File: src/rtl/rule_loader.sv
// Rule-table writer: turns a 32-bit framed word stream into packed rule_s records
// and issues one handshaked table write per rule; table_valid marks a clean frame.
package network_pkg;
  typedef struct packed {
    logic [7:0]  action;
    logic [7:0]  proto;
    logic [31:0] src_ip;
    logic [31:0] src_mask;
    logic [31:0] dst_ip;
    logic [31:0] dst_mask;
    logic [15:0] sport_lo;
    logic [15:0] sport_hi;
    logic [15:0] dport_lo;
    logic [15:0] dport_hi;
  } rule_s;
endpackage

module rule_loader
  import network_pkg::*;
#(
  parameter int unsigned NUM_RULES = 64,
  localparam int unsigned ADDR_W = $clog2(NUM_RULES)
) (
  input  logic              clk,
  input  logic              rst,
  input  logic              in_valid,
  output logic              in_ready,
  input  logic [31:0]       in_data,
  input  logic              in_last,
  output logic              wr_valid,
  input  logic              wr_ready,
  output logic [ADDR_W-1:0] wr_addr,
  output rule_s             wr_rule,
  output logic              table_valid,
  output logic              done,
  output logic              err,
  output logic [1:0]        err_code
);
  localparam int unsigned RULE_W         = $bits(rule_s);
  localparam int unsigned WORDS_PER_RULE = (RULE_W + 31) / 32;
  localparam int unsigned CNT_W          = $clog2(WORDS_PER_RULE + 1);

  localparam logic [1:0] ERR_NONE  = 2'd0;
  localparam logic [1:0] ERR_RANGE = 2'd1;
  localparam logic [1:0] ERR_SHORT = 2'd2;
  localparam logic [1:0] ERR_LONG  = 2'd3;

  typedef enum logic [1:0] {S_HDR, S_LOAD, S_WRITE, S_DRAIN} state_e;

  state_e            state_q, state_d;
  logic [ADDR_W-1:0] addr_q, addr_d;
  logic [15:0]       remaining_q, remaining_d;
  logic [CNT_W-1:0]  word_cnt_q, word_cnt_d;
  logic [RULE_W-1:0] shreg_q, shreg_d;
  logic [ADDR_W-1:0] wr_addr_q, wr_addr_d;
  rule_s             wr_rule_q, wr_rule_d;
  logic              in_ready_q, in_ready_d;
  logic              wr_valid_q, wr_valid_d;
  logic              table_valid_q, table_valid_d;
  logic              done_q, done_d;
  logic              err_q, err_d;
  logic [1:0]        err_code_q, err_code_d;

  logic              in_accept;
  logic [15:0]       hdr_base;
  logic [15:0]       hdr_count;
  logic [16:0]       hdr_end;
  logic [CNT_W-1:0]  cnt_inc;
  logic              final_rule;

  assign in_accept  = in_valid && in_ready_q;
  assign hdr_base   = in_data[31:16];
  assign hdr_count  = in_data[15:0];
  assign hdr_end    = 17'(hdr_base) + 17'(hdr_count);
  assign cnt_inc    = word_cnt_q + CNT_W'(1);
  assign final_rule = (remaining_q == 16'd1);

  always_ff @(posedge clk or posedge rst) begin
    if (rst) begin
      state_q       <= S_HDR;
      addr_q        <= '0;
      remaining_q   <= '0;
      word_cnt_q    <= '0;
      shreg_q       <= '0;
      wr_addr_q     <= '0;
      wr_rule_q     <= '0;
      in_ready_q    <= 1'b1;
      wr_valid_q    <= 1'b0;
      table_valid_q <= 1'b0;
      done_q        <= 1'b0;
      err_q         <= 1'b0;
      err_code_q    <= ERR_NONE;
    end else begin
      state_q       <= state_d;
      addr_q        <= addr_d;
      remaining_q   <= remaining_d;
      word_cnt_q    <= word_cnt_d;
      shreg_q       <= shreg_d;
      wr_addr_q     <= wr_addr_d;
      wr_rule_q     <= wr_rule_d;
      in_ready_q    <= in_ready_d;
      wr_valid_q    <= wr_valid_d;
      table_valid_q <= table_valid_d;
      done_q        <= done_d;
      err_q         <= err_d;
      err_code_q    <= err_code_d;
    end
  end

  always_comb begin
    state_d       = state_q;
    addr_d        = addr_q;
    remaining_d   = remaining_q;
    word_cnt_d    = word_cnt_q;
    shreg_d       = shreg_q;
    wr_addr_d     = wr_addr_q;
    wr_rule_d     = wr_rule_q;
    table_valid_d = table_valid_q;
    done_d        = 1'b0;
    err_d         = 1'b0;
    err_code_d    = err_code_q;

    case (state_q)
      S_HDR: begin
        if (in_accept) begin
          table_valid_d = 1'b0;
          err_code_d    = ERR_NONE;
          if (hdr_count == 16'd0 || hdr_end > 17'(NUM_RULES)) begin
            err_code_d = ERR_RANGE;
            err_d      = 1'b1;
            state_d    = in_last ? S_HDR : S_DRAIN;
          end else if (in_last) begin
            err_code_d = ERR_SHORT;
            err_d      = 1'b1;
          end else begin
            addr_d      = ADDR_W'(hdr_base);
            remaining_d = hdr_count;
            word_cnt_d  = '0;
            state_d     = S_LOAD;
          end
        end
      end
      S_LOAD: begin
        if (in_accept) begin
          shreg_d    = RULE_W'({shreg_q, in_data});
          word_cnt_d = cnt_inc;
          if (cnt_inc == CNT_W'(WORDS_PER_RULE)) begin
            word_cnt_d = '0;
            // in_last must coincide exactly with the last word of the last rule
            if (final_rule && !in_last) begin
              err_code_d = ERR_LONG;
              err_d      = 1'b1;
              state_d    = S_DRAIN;
            end else if (!final_rule && in_last) begin
              err_code_d = ERR_SHORT;
              err_d      = 1'b1;
              state_d    = S_HDR;
            end else begin
              wr_rule_d = rule_s'(shreg_d);
              wr_addr_d = addr_q;
              state_d   = S_WRITE;
            end
          end else if (in_last) begin
            err_code_d = ERR_SHORT;
            err_d      = 1'b1;
            state_d    = S_HDR;
          end
        end
      end
      S_WRITE: begin
        if (wr_ready) begin
          addr_d      = addr_q + ADDR_W'(1);
          remaining_d = remaining_q - 16'd1;
          if (!final_rule) begin
            state_d = S_LOAD;
          end else begin
            state_d       = S_HDR;
            table_valid_d = 1'b1;
            done_d        = 1'b1;
          end
        end
      end
      S_DRAIN: begin
        if (in_accept && in_last) state_d = S_HDR;
      end
      default: state_d = S_HDR;
    endcase

    in_ready_d = (state_d != S_WRITE);
    wr_valid_d = (state_d == S_WRITE);
  end

  assign in_ready    = in_ready_q;
  assign wr_valid    = wr_valid_q;
  assign wr_addr     = wr_addr_q;
  assign wr_rule     = wr_rule_q;
  assign table_valid = table_valid_q;
  assign done        = done_q;
  assign err         = err_q;
  assign err_code    = err_code_q;
endmodule
File: config.mk
export PLATFORM = sky130hd
export DESIGN_NAME = rule_loader
export DESIGN_NICKNAME = d
export VERILOG_FILES = /design/src/rtl/rule_loader.sv
export SDC_FILE = /design/constraint.sdc
export NUM_CORES = 1
export LEC_CHECK = 0
export ABC_AREA = 1
export CAP_MARGIN = 30
export CORE_MARGIN = 2
export CORE_UTILIZATION = 50
export CTS_BUF_LIST = sky130_fd_sc_hd__clkbuf_4 sky130_fd_sc_hd__clkbuf_8
export DETAILED_ROUTE_END_ITERATION = 10
export PLACE_DENSITY = 0.8
export RECOVER_POWER = 25
export SYNTH_ARGS = -nofsm -noshare
export SYNTH_HDL_FRONTEND = slang
export SYNTH_SLANG_ARGS = --single-unit
File: constraint.sdc
create_clock -name clk -period 15 [get_ports clk]
set_input_delay 3 -clock clk [delete_from_list [all_inputs] [get_ports clk]]
set_output_delay 3 -clock clk [all_outputs]
set_load 0.05 [all_outputs]
==> results.json, run 1 <==
{
  "dieHeight_um": 192,
  "die_area_sq_um": 36700,
  "violations": "max-capacitance violations, max-slew violations",
  "drtAntennaViolNets": 0,
  "cts_hold_buffers": 0,
  "leakagePower_nw": 10.9,
  "final_layout_size_suffix_gt1_share_pct": 9.37,
  "grt_max_degree": 293,
  "routabilityCongestion": 0.914,
  "yosysMostFrequentCell": "dfrtp_1",
  "critPathRequiredTime_ps": 15610,
  "clock-sinks": 424,
  "slew_headroom_pct": -271,
  "synth_area_per_cell_sq_um": 9.26,
  "fin_crit_sh_pct": 52.4,
  "drv_slew": 199,
  "period_needed_ps": 7870,
  "drt-initial-drc-count": 1132,
  "portBuffers": 257,
  "cts-root-buf": "clkbuf_8",
  "drc": 0,
  "synthTopCellsByArea": "dfrtp_1 60%, nand2_1 7.5%, a21oi_1 5.6%",
  "ys_seq_elements": 424,
  "arrival_ps": 8480,
  "coreArea_sq_um": 34600,
  "grt_pass1_vias": 13469,
  "rows": 68,
  "synth-edff-count": 0,
  "yosysSeqAreaShare_pct": 60.3,
  "synth_top_area_cell": "dfrtp_1",
  "ys.flop_type": "dfrtp_1",
  "finalHoldViolCount": 0,
  "timing.hold.ws_ps": 480,
  "slowest_stage": "clkinvlp_2",
  "finalSetupViolCount": 0,
  "netlist_area_sq_um": 17600,
  "max_cap_violations": 2,
  "vias": 13766,
  "chipWidth_um": 192,
  "synth_top_area_share_pct": 60.1,
  "cts_max_path_buffers": 3,
  "yosys_warnings": 0,
  "cts_tree": "done",
  "startpoint_type": "input pin",
  "crit_fanout": 135,
  "viasPerCell": 5.21,
  "diodes": 0,
  "synth_async_sr_flop_share_pct": 100,
  "ys_types": 37,
  "start_util_pct": 50.8,
  "crit_chain": "dlygate4sd3_1 > clkinvlp_2 > buf_4 > buf_4",
  "clk_latency_ps": 600,
  "synth_cells": 1901,
  "nets": 2209,
  "worst_pin_slew_ps": 5570,
  "status": "complete, but fails checks",
  "syn_to_final_growth_pct": 24.1,
  "h-tree-depth": 3,
  "path_class": "input pin to asynchronous set/reset pin",
  "grt_pass1_wl_mm": 69.8,
  "cts_resized": 0,
  "cts_made_buffers": 68,
  "pin_count": 258,
  "antenna_found_initial": 0,
  "clkTransAtPathRegs_ps": 60,
  "finClkSkew_ps": 43.6,
  "totalWireLength_mm": 43.6,
  "syn_nets": 1962,
  "p_total_w": 0.00333,
  "p_per_area_nw_per_um2": 152,
  "fmax_mhz": 127,
  "rsz0062_at_grt": "false",
  "tns_ps": 0,
  "layout_setup_ws_ps": 7130,
  "cpMostUsedCell": "buf_4",
  "endpoint_kind": "asynchronous set/reset pin",
  "cp_slowest_stage_delay_ps": 3040,
  "grtUsageTotal_pct": 24.0,
  "yosys-top-cells-count": "423 x dfrtp_1, 350 x nand2_1, 224 x inv_1, 224 x nor2_1, 198 x a21oi_1",
  "drtPass1Iterations": 5,
  "hpwlAfterDp_mm": 30.1,
  "place_ws_ps": 8070,
  "wire_per_inst_um": 16.5,
  "hp-class": "flop to flop",
  "irDropWorstVdd_mv": 0.133,
  "post-cts-setup-buffers": 0,
  "grt.overflow.total": 0
}
[routing by layer]
metal	share of wire, %	routed length [um]	GRT usage, %	vias up
met5	0	0	0	-
met4	2.7	1190	8.31	0
met3	6.0	2600	4.79	82
met2	48	20900	38.5	447
met1	43	19000	32.8	6671
li1	-	-	-	6566
[power by group]
group	switching (W)	internal, W
logic	0.000547	0.000242
clock network	0.000438	0.000559
registers	0.000147	0.00139
total	0.00113	0.00220
[stage by stage]
stage	utilization, %	cell area [sq um]	cells
floorplan	-	17600	1901
global placement	59.0	20400	2531
detailed placement	59.2	20500	2533
CTS	63.1	21900	2643
global route	63.1	21800	2643
finish	63.1	21800	2643
[placed cells by master (no fill, tap or decap), types with 3 or more instances in the layout]
master / instances
o21a_1: 3
mux2_2: 57
inv_2: 8
clkinvlp_4: 3
inv_1: 223
nand4_1: 12
nand2_1: 350
dfrtp_1: 423
a31oi_1: 3
a21oi_1: 198
clkdlybuf4s50_1: 218
clkbuf_4: 15
buf_4: 6
clkbuf_8: 81
ha_1: 23
nand3_1: 62
o22ai_1: 5
or2_2: 5
dlygate4sd3_1: 39
nor2_1: 223
o21ai_0: 175
nand2_2: 5
nand3b_1: 4
nor3_1: 11
nor2_2: 3
clkinv_2: 9
[worst paths after layout]
check,from,end,slack [ps],cells after the start
min,shreg_q[164]$_DFFE_PP0P_,shreg_q[164]$_DFFE_PP0P_,480,2
max in group clk,in_valid,wr_rule[39]$_DFFE_PP0P_,7540,8
max,rst,err$_DFF_PP0_,7130,4
min reg2reg,shreg_q[164]$_DFFE_PP0P_,shreg_q[164]$_DFFE_PP0P_,480,2
min in group asynchronous,rst,wr_rule[180]$_DFFE_PP0P_,4550,2
max reg2reg,state_q[0]$_DFF_PP0_,wr_rule[39]$_DFFE_PP0P_,9870,7
[registers in the layout, summed over array words and instances, names as in the netlist, 2 cells and up]
name         flops
state_q          2
wr_rule        208
word_cnt_q       3
shreg_q        176
remaining_q     16
err_code         2
addr_q           6
wr_addr          6
[worst max-delay path, delay by kind of cell]
family   cells  cell delay, ps
buf+inv      4            5330
[area by class of cell]
type,count,area (sq um)
clock buffers,96,1230
well taps,455,569
clock inverters,14,128
flip-flops and latches,424,10600
multi-input cells,1154,5720
fillers,2742,12800
inverters,233,876
repair buffers,267,2710
[cell families after synthesis]
kind of cell | count (synthesis) | share of synthesized area (%)
DFF | 424 | 60.3
muxes | 57 | 3.65
and+or+nand+nor | 679 | 15.5
buffers and inverters | 323 | 7.29
adders and majority gates | 24 | 1.75
xor gates and xnor gates | 2 | 0.0995
AOI/OAI and AO/OA | 392 | 11.4
No activity file was read; power rests on OpenSTA's default activity.
==> run 2, diff against run 1 <==
- clock period: 15 -> 6.67 ns (I/O delays scaled with it)
==> results.json, run 2 (synthesis gave the netlist of run 1 again) <==
{
  "finalNonFillerCells": 2655,
  "grt_pass1_wl_mm": 71.0,
  "grt.overflow.total": 0,
  "slowest_stage": "nand2_1",
  "pin_count": 258,
  "syn_to_final_growth_pct": 24.8,
  "p_switching_w": 0.00255,
  "cpMostUsedCell": "nand2_1",
  "cts-root-buf": "clkbuf_8",
  "clkTransAtPathRegs_ps": 60,
  "path_delay_family": "buffers and inverters",
  "antenna_found_initial": 0,
  "endpoint_kind": "flop",
  "arrival_ps": 5200,
  "vias": 13827,
  "final_layout_size_suffix_gt1_share_pct": 9.59,
  "cts_made_buffers": 68,
  "critPathBufInv": 5,
  "place_ws_ps": 2220,
  "portBuffers": 257,
  "rsz0062_at_grt": "false",
  "dp_cells": 2541,
  "grtUsageTotal_pct": 24.7,
  "irDropWorstVdd_mv": 0.184,
  "layout_setup_ws_ps": 1950,
  "routabilityCongestion": 0.958,
  "hpwlAfterDp_mm": 31.0,
  "die_area_sq_um": 36700,
  "nets": 2217,
  "reg2reg_depth": 8,
  "wire_per_inst_um": 16.9,
  "crit_fanout": 107,
  "utilization_pct": 63.4,
  "post-cts-setup-buffers": 0,
  "viasPerCell": 5.21,
  "dieHeight_um": 192,
  "slew_headroom_pct": -84.6,
  "critPathRequiredTime_ps": 7150,
  "fin_crit_sh_pct": 70.7,
  "cts_resized": 0,
  "p_comb_share_pct": 23.6,
  "clock-sinks": 424,
  "intPower_w": 0.00500,
  "drtPass1Iterations": 5,
  "largest_reg_flops": 208,
  "drv_slew": 52,
  "timing.hold.ws_ps": 479,
  "leakagePower_nw": 10.9,
  "max_cap_violations": 1,
  "violations": "max-capacitance violations, max-slew violations",
  "worst_pin_slew_ps": 2770,
  "grt_pass1_vias": 13565,
  "clk_latency_ps": 600,
  "finClkSkew_ps": 27.1,
  "drt-initial-drc-count": 980,
  "fmax_mhz": 212,
  "coreArea_sq_um": 34600,
  "drc": 0,
  "rows": 68,
  "path_class": "input pin to flop",
  "cp.depth": 9,
  "p_seq_share_pct": 45.9,
  "grt_max_degree": 164,
  "p_sw_share_pct": 33.8,
  "hold_depth": 2,
  "period_needed_ps": 4720,
  "cts_max_path_buffers": 3,
  "crit_chain": "dlygate4sd3_1 > nand2_1 > inv_1 > nand2_1 > clkbuf_1 > buf_16 > buf_4 > nand2_1 > o21ai_0",
  "clkPwrFrac_pct": 30.4,
  "chipWidth_um": 192,
  "diodes": 0,
  "final_cell_mix": "423 x dfrtp_1, 351 x nand2_1, 255 x clkdlybuf4s50_1, 225 x inv_1, 224 x nor2_1",
  "p_per_area_nw_per_um2": 344,
  "h-tree-depth": 3,
  "cts_hold_buffers": 0,
  "cts_tree": "done",
  "finalHoldViolCount": 0,
  "drtAntennaViolNets": 0,
  "status": "complete, but fails checks",
  "start_util_pct": 50.8,
  "finalSetupViolCount": 0,
  "cp_slowest_stage_delay_ps": 840,
  "startpoint_type": "input pin",
  "totalWireLength_mm": 44.8,
  "hp-class": "flop to flop",
  "layout_commonest_cell": "dfrtp_1",
  "p_total_w": 0.00756
}
## run 2: cell count changes in the layout (fill, tap and decap cells not counted), sizes merged
cell / delta
clkinvlp: -1
clkinv: -5
clkbuf: +12
clkdlybuf4s50: +37
dlygate4sd3: -37
buf: +6
## run 2: power groups by stage
stage	logic (W)	registers (W)	clock network, W
after floorplan	0.00124	0.00351	0
after global placement	0.00170	0.00348	0
after detailed placement	0.00179	0.00350	0
after CTS	0.00180	0.00347	0.00235
after global routing	0.00205	0.00353	0.00248
final	0.00179	0.00347	0.00230
## run 2: area by class of cell
cell class / instances / area (sq um)
clock buffers: 106 / 1310
clock inverters: 8 / 95.1
fillers: 2800 / 12700
inverters: 233 / 876
multi-input cells: 1154 / 5710
flip-flops and latches: 424 / 10600
well taps: 455 / 569
repair buffers: 275 / 2800
## run 2: worst paths after layout
check / startpoint / end / slack [ps]
setup / recovery: in_valid / shreg_q[174]$_DFFE_PP0P_ / 1950
hold / removal: shreg_q[88]$_DFFE_PP0P_ / shreg_q[88]$_DFFE_PP0P_ / 480
setup reg to reg: state_q[0]$_DFF_PP0_ / shreg_q[174]$_DFFE_PP0P_ / 2810
hold reg to reg: shreg_q[88]$_DFFE_PP0P_ / shreg_q[88]$_DFFE_PP0P_ / 480
max in group asynchronous: rst / wr_rule[173]$_DFFE_PP0P_ / 2130
min in group asynchronous: rst / shreg_q[148]$_DFFE_PP0P_ / 1180
## run 2: metrics by stage
| step | TNS (ps) | area, sq um |
|---|---|---|
| global route | 0 | 22000 |
| global placement | 0 | 20500 |
| detailed placement | 0 | 20600 |
| floorplan | -162700 | 17600 |
| finish | 0 | 22000 |
| CTS | 0 | 22000 |
## run 2: worst min-delay path, stage by stage, from the launching register on
cell and delay [ps]:
dfrtp_1 340, nand2_1 50, o21ai_0 60
## run 2: layer usage
metal	track usage, %	routed length, um	vias to the layer above
met2	41.0	21600	482
met1	32.3	18700	6655
met5	0	0	-
li1	-	-	6597
met4	9.44	1400	0
met3	4.77	3150	93
==> run 3, diff against run 2 <==
- PLACE_DENSITY: 0.8 -> 0.77
- clock period: 6.67 -> 4.78 ns (I/O delays scaled with it)
==> results.json, run 3 (synthesis gave the netlist of run 1 again) <==
{
  "coreArea_sq_um": 34600,
  "portBuffers": 257,
  "reg2reg_depth": 11,
  "path_class": "input pin to asynchronous set/reset pin",
  "cts_tree": "done",
  "drtPass1Iterations": 5,
  "clock-sinks": 424,
  "drt-initial-drc-count": 948,
  "cts_resized": 0,
  "rows": 68,
  "totalWireLength_mm": 44.2,
  "max_cap_violations": 2,
  "slowest_stage": "clkbuf_2",
  "finalHoldViolCount": 0,
  "worst_pin_slew_ps": 1790,
  "nets": 2221,
  "rsz0062_at_grt": "false",
  "startpoint_type": "input pin",
  "p_per_area_nw_per_um2": 479,
  "h-tree-depth": 3,
  "cts_made_buffers": 70,
  "syn_to_final_growth_pct": 25.4,
  "clk_latency_ps": 610,
  "critPathRequiredTime_ps": 5150,
  "grt_max_degree": 222,
  "grt.overflow.total": 0,
  "final_cell_mix": "423 x dfrtp_1, 350 x nand2_1, 256 x clkdlybuf4s50_1, 224 x inv_1, 223 x nor2_1",
  "crit_end": "wr_rule[201]$_DFFE_PP0P_",
  "cts_hold_buffers": 0,
  "crit_fanout": 75,
  "chipWidth_um": 192,
  "startpoint": "rst",
  "routabilityCongestion": 0.901,
  "final_layout_size_suffix_gt1_share_pct": 10.2,
  "grtUsageTotal_pct": 24.8,
  "die_area_sq_um": 36700,
  "cp_slowest_stage_delay_ps": 1410,
  "pin_count": 258,
  "fin_crit_sh_pct": 71.9,
  "viasPerCell": 5.10,
  "grt_pass1_vias": 13288,
  "fillers": 2812,
  "hp-class": "flop to flop",
  "finClkSkew_ps": 25.9,
  "utilization_pct": 63.7,
  "largest_reg_flops": 208,
  "grt_pass1_wl_mm": 70.8,
  "crit_chain": "dlygate4sd3_1 > clkinvlp_2 > clkbuf_2",
  "rrSetupSlack_ps": 1820,
  "finalSetupViolCount": 0,
  "cts-root-buf": "clkbuf_8",
  "period_needed_ps": 3440,
  "start_util_pct": 50.8,
  "irDropWorstVdd_mv": 0.269,
  "vias": 13593,
  "drv_slew": 144,
  "endpoint_kind": "asynchronous set/reset pin",
  "violations": "max-capacitance violations, max-slew violations",
  "fmax_mhz": 291,
  "status": "complete, but fails checks",
  "r2r-end": "wr_rule[193]$_DFFE_PP0P_",
  "cts_max_path_buffers": 3,
  "clkTransAtPathRegs_ps": 60,
  "worstReg2RegStart": "remaining_q[1]$_DFFE_PP0P_",
  "leakagePower_nw": 10.9,
  "slew_headroom_pct": -19.0,
  "diodes": 0,
  "dieHeight_um": 192,
  "layout_setup_ws_ps": 1340,
  "antenna_found_initial": 0,
  "place_ws_ps": 746,
  "drtAntennaViolNets": 0,
  "drc": 0,
  "wire_per_inst_um": 16.6,
  "post-cts-setup-buffers": 0,
  "timing.hold.ws_ps": 478,
  "layout_commonest_cell": "dfrtp_1",
  "arrival_ps": 3800,
  "hpwlAfterDp_mm": 31.4
}
## run 3: cell count changes in the layout (fill, tap and decap cells not counted), sizes merged
cell / delta
buf: +1
bufinv: -2
clkinvlp: +1
clkdlybuf4s50: +1
inv: +3
dlygate4sd3: -1
clkbuf: +7
## run 3: how the worst min path moves through the flow
stage,from,end,slack [ps],cells after the start
after global routing,shreg_q[72]$_DFFE_PP0P_,shreg_q[72]$_DFFE_PP0P_,500,2
after CTS,shreg_q[156]$_DFFE_PP0P_,shreg_q[156]$_DFFE_PP0P_,480,2
after detailed placement,shreg_q[166]$_DFFE_PP0P_,shreg_q[166]$_DFFE_PP0P_,470,2
after global placement,shreg_q[149]$_DFFE_PP0P_,shreg_q[149]$_DFFE_PP0P_,460,2
final,shreg_q[156]$_DFFE_PP0P_,shreg_q[156]$_DFFE_PP0P_,480,2
after floorplan,shreg_q[144]$_DFFE_PP0P_,shreg_q[144]$_DFFE_PP0P_,450,2
## run 3: stage by stage
stage / cell area, sq um / std cells / setup TNS [ps] / total power, W
2_1_floorplan: 17600 / 1901 / -802600 / 0.00662
3_3_place_gp: 20600 / 2543 / 0 / 0.00726
3_5_place_dp: 20600 / 2543 / 0 / 0.00737
4_1_cts: 22100 / 2665 / 0 / 0.0107
5_1_grt: 22100 / 2665 / 0 / 0.0113
6_report: 22100 / 2665 / 0 / 0.0106
## run 3: area by class of cell
cell class | instances | area, sq um | area share [%]
Sequential cell | 424 | 10600 | 48.1
Multi-Input combinational cell | 1154 | 5720 | 25.9
Timing Repair Buffer | 277 | 2830 | 12.8
Clock buffer | 112 | 1390 | 6.27
Inverter | 233 | 876 | 3.97
Tap cell | 455 | 569 | 2.58
Clock inverter | 10 | 85.1 | 0.385
## run 3: critical path, delay by kind of cell
family | cells | cell delay [ps]
buffers and inverters | 3 | 2750
## run 3: power breakdown
part           switching (W)  internal [W]
clock network        0.00143       0.00185
registers           0.000448       0.00438
logic                0.00170      0.000769
total                0.00358       0.00699
## run 3: routing by layer
layer,track usage (%),share of wire (%),vias to the layer above
met2,39.5,47,409
met3,5.13,5.6,100
met4,10.3,4.0,0
li1,-,-,6602
met5,0,0,-
met1,33.2,43,6482
